**src/rtl/i2c_master_ctrl.sv**
```systemverilog
// i2c_master_ctrl: phase sequencer for the I2C master datapath (START, address, write or read data, STOP).
// Optional macro I2C_NACK_ABORT_EN: a slave NACK jumps straight to STOP.
`default_nettype none

module i2c_master_ctrl #(
  parameter int ADDR_BYTES = 3,
  parameter int DATA_BYTES = 3
) (
  input  logic clk,
  input  logic rst,
  input  logic req,
  input  logic rw,
  input  logic scl_i,
  input  logic ack_o_i,
  output logic start_bit,
  output logic stop_bit,
  output logic send_addr,
  output logic read_ack,
  output logic send_data,
  output logic repeated_start,
  output logic read_data,
  output logic send_ack,
  output logic ack_i,
  output logic busy,
  output logic done,
  output logic nack_err
);

  localparam int MAX_BYTES = (ADDR_BYTES > DATA_BYTES) ? ADDR_BYTES : DATA_BYTES;
  localparam int BW = $clog2(MAX_BYTES + 1);
  localparam logic [BW-1:0] ADDR_LAST = BW'(ADDR_BYTES - 1);
  localparam logic [BW-1:0] DATA_LAST = BW'(DATA_BYTES - 1);
  localparam logic [BW-1:0] BYTE_ONE  = BW'(1);

`ifdef I2C_NACK_ABORT_EN
  localparam logic NACK_ABORT = 1'b1;
`else
  localparam logic NACK_ABORT = 1'b0;
`endif

  localparam logic [3:0] S_IDLE   = 4'd0;
  localparam logic [3:0] S_START  = 4'd1;
  localparam logic [3:0] S_ADDR   = 4'd2;
  localparam logic [3:0] S_AACK   = 4'd3;
  localparam logic [3:0] S_WDATA  = 4'd4;
  localparam logic [3:0] S_WACK   = 4'd5;
  localparam logic [3:0] S_RSTART = 4'd6;
  localparam logic [3:0] S_RDATA  = 4'd7;
  localparam logic [3:0] S_MACK   = 4'd8;
  localparam logic [3:0] S_STOP   = 4'd9;
  localparam logic [3:0] S_DONE   = 4'd10;

  logic [3:0]    state;
  logic [2:0]    bit_cnt;
  logic [BW-1:0] byte_cnt;
  logic          scl_q;
  logic          rw_q;
  logic          fall;

  // scl_q resets high (bus idle level) so releasing reset never fakes a fall
  assign fall = scl_q & ~scl_i;

  always_ff @(posedge clk or posedge rst) begin
    if (rst) begin
      state    <= S_IDLE;
      bit_cnt  <= 3'd0;
      byte_cnt <= '0;
      scl_q    <= 1'b1;
      rw_q     <= 1'b0;
      nack_err <= 1'b0;
      busy     <= 1'b0;
    end else begin
      scl_q <= scl_i;
      case (state)
        S_IDLE: begin
          if (req) begin
            rw_q     <= rw;
            nack_err <= 1'b0;
            busy     <= 1'b1;
            bit_cnt  <= 3'd0;
            byte_cnt <= '0;
            state    <= S_START;
          end
        end
        S_START: state <= S_ADDR;
        S_ADDR, S_WDATA, S_RDATA: begin
          if (fall) begin
            bit_cnt <= bit_cnt + 3'd1;
            if (bit_cnt == 3'd7) begin
              case (state)
                S_ADDR:  state <= S_AACK;
                S_WDATA: state <= S_WACK;
                default: state <= S_MACK;
              endcase
            end
          end
        end
        S_AACK: begin
          if (fall) begin
            if (ack_o_i) nack_err <= 1'b1;
            if (NACK_ABORT && ack_o_i) begin
              byte_cnt <= '0;
              state    <= S_STOP;
            end else if (byte_cnt == ADDR_LAST) begin
              byte_cnt <= '0;
              state    <= rw_q ? S_RSTART : S_WDATA;
            end else begin
              byte_cnt <= byte_cnt + BYTE_ONE;
              state    <= S_ADDR;
            end
          end
        end
        S_WACK: begin
          if (fall) begin
            if (ack_o_i) nack_err <= 1'b1;
            if ((NACK_ABORT && ack_o_i) || (byte_cnt == DATA_LAST)) begin
              byte_cnt <= '0;
              state    <= S_STOP;
            end else begin
              byte_cnt <= byte_cnt + BYTE_ONE;
              state    <= S_WDATA;
            end
          end
        end
        S_RSTART: if (fall) state <= S_RDATA;
        S_MACK: begin
          if (fall) begin
            if (byte_cnt == DATA_LAST) begin
              byte_cnt <= '0;
              state    <= S_STOP;
            end else begin
              byte_cnt <= byte_cnt + BYTE_ONE;
              state    <= S_RDATA;
            end
          end
        end
        S_STOP: state <= S_DONE;
        S_DONE: begin
          busy  <= 1'b0;
          state <= S_IDLE;
        end
        default: begin
          busy  <= 1'b0;
          state <= S_IDLE;
        end
      endcase
    end
  end

  assign start_bit      = (state == S_START);
  assign send_addr      = (state == S_ADDR);
  assign read_ack       = (state == S_AACK) || (state == S_WACK);
  assign send_data      = (state == S_WDATA);
  assign repeated_start = (state == S_RSTART);
  assign read_data      = (state == S_RDATA);
  assign send_ack       = (state == S_MACK);
  assign stop_bit       = (state == S_STOP);
  assign done           = (state == S_DONE);
  // Master NACKs only the final read byte; outside MACK the line value is a don't-care held at 1
  assign ack_i          = (state == S_MACK) ? (byte_cnt == DATA_LAST) : 1'b1;

endmodule

`default_nettype wire

```
**config.mk**
```make
export PLATFORM = sky130hd
export DESIGN_NAME = i2c_master_ctrl
export DESIGN_NICKNAME = d
export VERILOG_FILES = /design/src/rtl/i2c_master_ctrl.sv
export SDC_FILE = /design/constraint.sdc
export NUM_CORES = 1
export LEC_CHECK = 0
export BUFFER_PORTS_ARGS = -buffer_cell sky130_fd_sc_hd__buf_2
export CAP_MARGIN = 20
export CORE_MARGIN = 1.5
export CORE_UTILIZATION = 52
export DETAILED_ROUTE_END_ITERATION = 16
export GPL_TIMING_DRIVEN = 1
export PLACE_DENSITY = 0.77
export RECOVER_POWER = 25
export SYNTH_ARGS = -nofsm -noshare
export SYNTH_HDL_FRONTEND = slang
export SYNTH_SLANG_ARGS = --single-unit
```
**constraint.sdc**
```tcl
create_clock -name clk -period 2.4 [get_ports clk]
set_clock_uncertainty 0.1 [all_clocks]
set_input_delay 0.6 -clock clk [delete_from_list [all_inputs] [get_ports clk]]
set_output_delay 0.6 -clock clk [all_outputs]
set_load 0.05 [all_outputs]
```
Word-level counts from Yosys, hierarchy flattened
Cells that the tools add are included.
Widths: inputs -> output; s select.
- multiplexer cells: 27
- bitwise operators: 3
- $add $sub $neg: 2
- reductions and logical operators: 15
- equality and inequality tests: 22
- operator list (cell ; number):
    $mux 4 ; 9
    $pmux 4 s8 ; 1
    $eq 4x3->1 const B ; 4
    $eq 4x4->1 const B ; 3
    $ne 2x1->1 const B ; 5
    $ne 2x2->1 const B ; 5
    $mux 3 ; 3
    $reduce_or 9->1 ; 1
    $eq 4x2->1 const B ; 2
    $mux 2 ; 4
    $pmux 4 s2 ; 1
    $reduce_and 7->1 ; 1
    $pmux 3 s2 ; 1
    $reduce_and 3->1 ; 2
    $reduce_bool 2->1 ; 3
    $reduce_or 3->1 ; 2
    $mux 1 ; 5
    $eq 4x1->1 const B ; 1
    $logic_not 4->1 ; 1
    $pmux 1 s2 ; 2
    $pmux 2 s2 ; 1
    $reduce_and 2->1 ; 2
    $reduce_and 4->1 ; 1
    $add 3x1->3 const B ; 1
    7 further kinds ; 8
- output and inout bits: 12
- register bits after elaboration: 13
- input bits: 6
- logic and storage cells: 76

Logic depth before layout (Yosys ltp)
- depth after elaboration: 5
- mapped depth: 6
- depth with buffers taken out: 6

Least setup slack after synthesis
Ideal clock, no wire load.
- kind: register -> output
- start point: register state[1]
- end point: output port read_ack
- required time: 1700 ps
- path slack: -222 ps
- cell stages (with the launch flop): 4
- arrival time: 1922 ps
- path buffers: 1
- cells stage by stage: dfrtp_1 > buf_4 > xnor2_1 > nor3_1
- cells in the longest elaborated chain, start to end: 2
- elaborated cells between the ends (all ways): 3
- classes of those cells: eq/ne (2); reduce/logical (1)
- RTL lines (what ; line ; text):
    start: declaration ; 53 ; logic [3:0] state;
    start signal: assignment ; 106 ; state <= rw_q ? S_RSTART : S_WDATA;
    $eq 4x2->1 / $eq 4x3->1 (equally long branches) ; 152 ; assign read_ack = (state == S_AACK) || (state == S_WACK);
    $logic_or 1x1->1 * ; 152 ;
    end: declaration ; 18 ; output logic read_ack,
Every way passes the cells marked *; elsewhere a longest branch is shown, timed or not.

Worst setup path after layout
- start point: register state[0]
- end point: output port send_addr
- cells in the longest elaborated chain, start to end: 1
- RTL lines (what ; line ; text):
    $eq 4x2->1 ; 151 ; assign send_addr = (state == S_ADDR);
    end: declaration ; 17 ; output logic send_addr,
No other way between the ends.

==> impl_results.md <==
* Clock Sinks at 13
* Max frequency at approximately 0.43 GHz
* Antenna diodes at 0
* Mux cell area share after synthesis at 0.0265
* Initial Util at 0.557
* Fin nets at 120
* Worst-margin pin slew at between 0.5 and 0.6 ns
* Top cells by area, synth: dfrtp_1, nand2b_1, nor3_1, nor2_1, a32o_1
* Synth Area in Simple Gates at 0.211
* Vias/cell at a little over 6
* Layout cell share with drive strength beyond 1 at 0.297
* Die area at between 1500 and 2000 sq um
* Final hold violations at 0
* CTS Hold Bufs at 0
* Via count at a little under 800
* Final setup fails at 0
* Setup_tns at 0 ns
* Mapped Nets at between 100 and 150
* RSZ-0062 raised after global routing: no
* Drc violations at 0
* Maximum VDD drop at 512 uV
* Antenna violations before repair at 0
* Fin crit share at 0.958
* Cell row count at 14
* Cell Pwr Density at ~680 nW/um^2
* Clock root cell: clkbuf_4
* Synthesis-to-finish area growth at 18.1%
* Post-synth ARST share at 1.00
* Final worst path period need at ~2.3 ns
* CTS buffer count at 3
* Starting DRT DRC Count at 33
* I/O pin count at 18
* Synthesized flop and latch total at 13
* Status: finished clean
* Combinational family with the most area after synthesis: compound AO/OA/AOI/OAI gates
* Max Slew Vio Count at 0
* Global-route wire length before repair at roughly 3200 um
* CTS tree: built
* Port bufs at 17
* Commonest register cell after synthesis: dfrtp_1
* Post-Route WL at ~1900 um
* Later-pin clock latency in the skew report at 0.27 ns
* Syn Area/Cell at 9.14 sq um
* Worst min path class: primary input to asynchronous set/reset pin
* Setup repair bufs after CTS at 0
* XOR/XNOR Fraction of Synth Area at 0.0206
* Crit Path Class: register to output pin
* Top post-synthesis cells by count: dfrtp_1, nor2_1, nor3_1
* Post-Synthesis Cells at between 90 and 100
* Crit path DAT at around 1.6 ns
* Endpoint class of the critical path: output pin
* Peak fanout along the critical path at 11
* H-tree depth at 1
* Initial DRT Pass Iterations at 4
* Post-DRT Antenna Nets at 0
* Post-synth cell types at 36
* CTS max path bufs at 2
* Sequential area share after synthesis at 0.384
* P_leak at 0.417 nW
* Worst Setup Start Kind: register
* HPWL after detailed placement at roughly 1400 um
* Global route overflow at 0
* Chip width at 43.4 um
* Max cap viols at 0
* Mean routed wirelength per cell at 15.1 um
* Global placement routability congestion at about 0.84
* Fin Hold WS at 0.244 ns
* Most common cell in the synthesized netlist: dfrtp_1
* EDFF count, synth at 0
* Area of the core at about 1500 sq um
* Synth area leader: dfrtp_1
* Reg clk slew, reported paths at 0.08 ns
* Adder-Cell Fraction of Synth Area at 0.0295
* Die height at 43.4 um
* Area share of the largest cell type after synthesis at 0.353
* Total track usage at 0.228
* Largest net degree at the start of global routing at 17
* Slew headroom at 0.623
* Vias in the first global route at 710
* Synthesized area at around 850 sq um
* WP data required at about 1.7 ns
* Synth Warn # at 0
* Fraction of the mapped netlist area in compound gates at 0.278
[worst paths after layout]
check	slack [ns]	end	cells after the start	startpoint
worst min-delay path	0.24	byte_cnt[1]$_DFFE_PP0P_	2	rst
worst max register to register	0.40	state[1]$_DFFE_PP0P_	6	bit_cnt[0]$_DFFE_PP0P_
max in group asynchronous	1.58	state[3]$_DFFE_PP0P_	2	rst
worst max-delay path	0.10	send_addr	4	state[0]$_DFFE_PP0P_
min in group clk	0.32	scl_q$_DFF_PP1_	1	scl_i
worst min register to register	0.41	nack_err$_DFFE_PP0P_	1	nack_err$_DFFE_PP0P_
[state kept, by name, indices dropped and copies added (netlist names)]
register	count
state	4
bit_cnt	3
byte_cnt	2
busy	1
nack_err	1
rw_q	1
scl_q	1
[through the flow]
stage	cell area, sq um	instances	worst slack (ns)	total power, mW	utilization
6_report	1000	127	0.101	0.682	0.658
4_1_cts	995	127	0.0207	0.681	0.653
3_5_place_dp	966	123	0.291	0.545	0.634
2_1_floorplan	870	93	0.0427	0.492	-
3_3_place_gp	966	123	0.354	0.535	0.634
5_1_grt	1000	127	0.0106	0.719	0.658
[report_power, final]
| part | internal (mW) | switching [mW] |
|---|---|---|
| combinational | 0.0923 | 0.145 |
| sequential | 0.267 | 0.0446 |
| clock | 0.0644 | 0.0690 |
| total | 0.423 | 0.258 |
[repair_timing]
action                     CTS  global route
gates resized for setup      1             4
gates cloned                 0             0
setup endpoints to repair    1             7
pin swaps                    0             0
[worst max-delay path, cell delays in order, from the launching register on]
cell and delay (ns):
dfrtp_2 0.48, inv_1 0.28, nand2_1 0.17, nor3_2 0.12
buf_2 0.28
[kinds of logic after synthesis]
kind of cell | Yosys count
buffers and inverters | 9
flip-flops | 13
multiplexers | 2
XOR/XNOR | 2
AND/OR/NAND/NOR | 36
AO/OA/AOI/OAI | 29
adder cells (fa/ha/maj) | 2
[per-layer routing]
metal	vias up	track usage	wire length (um)
met5	-	0	0
li1	381	-	-
met3	2	0.0458	97
met1	364	0.324	900
met2	26	0.349	904
met4	0	0.0788	14
[cells in the final DEF (no fill, tap or decap), drive strengths merged]
master / n
nor2: 9
clkbuf: 5
nand2: 6
o31ai: 1
nand2b: 6
o21a: 1
dfstp: 1
a211o: 3
a32o: 3
a2111oi: 1
o21ai: 4
o211ai: 2
o41ai: 1
buf: 19
a21boi: 1
xor2: 1
a221oi: 1
ha: 2
a211oi: 1
nor4bb: 1
nor4: 1
xnor2: 1
mux2: 2
nor3: 7
o21bai: 1
o22ai: 1
a21oi: 3
nand3: 3
o311ai: 1
and2: 1
inv: 3
dfrtp: 12
a31oi: 1
nor2b: 2
a22o: 3
[final cells by class]
| cell class | instances | area, sq um |
|---|---|---|
| clock buffer | 4 | 26.3 |
| fill | 131 | 520 |
| inverter | 3 | 11.3 |
| multi-input combinational | 71 | 508 |
| sequential | 13 | 329 |
| tap | 16 | 20.0 |
| timing repair buffer | 20 | 109 |
No activity file was read; power rests on OpenSTA's default activity.
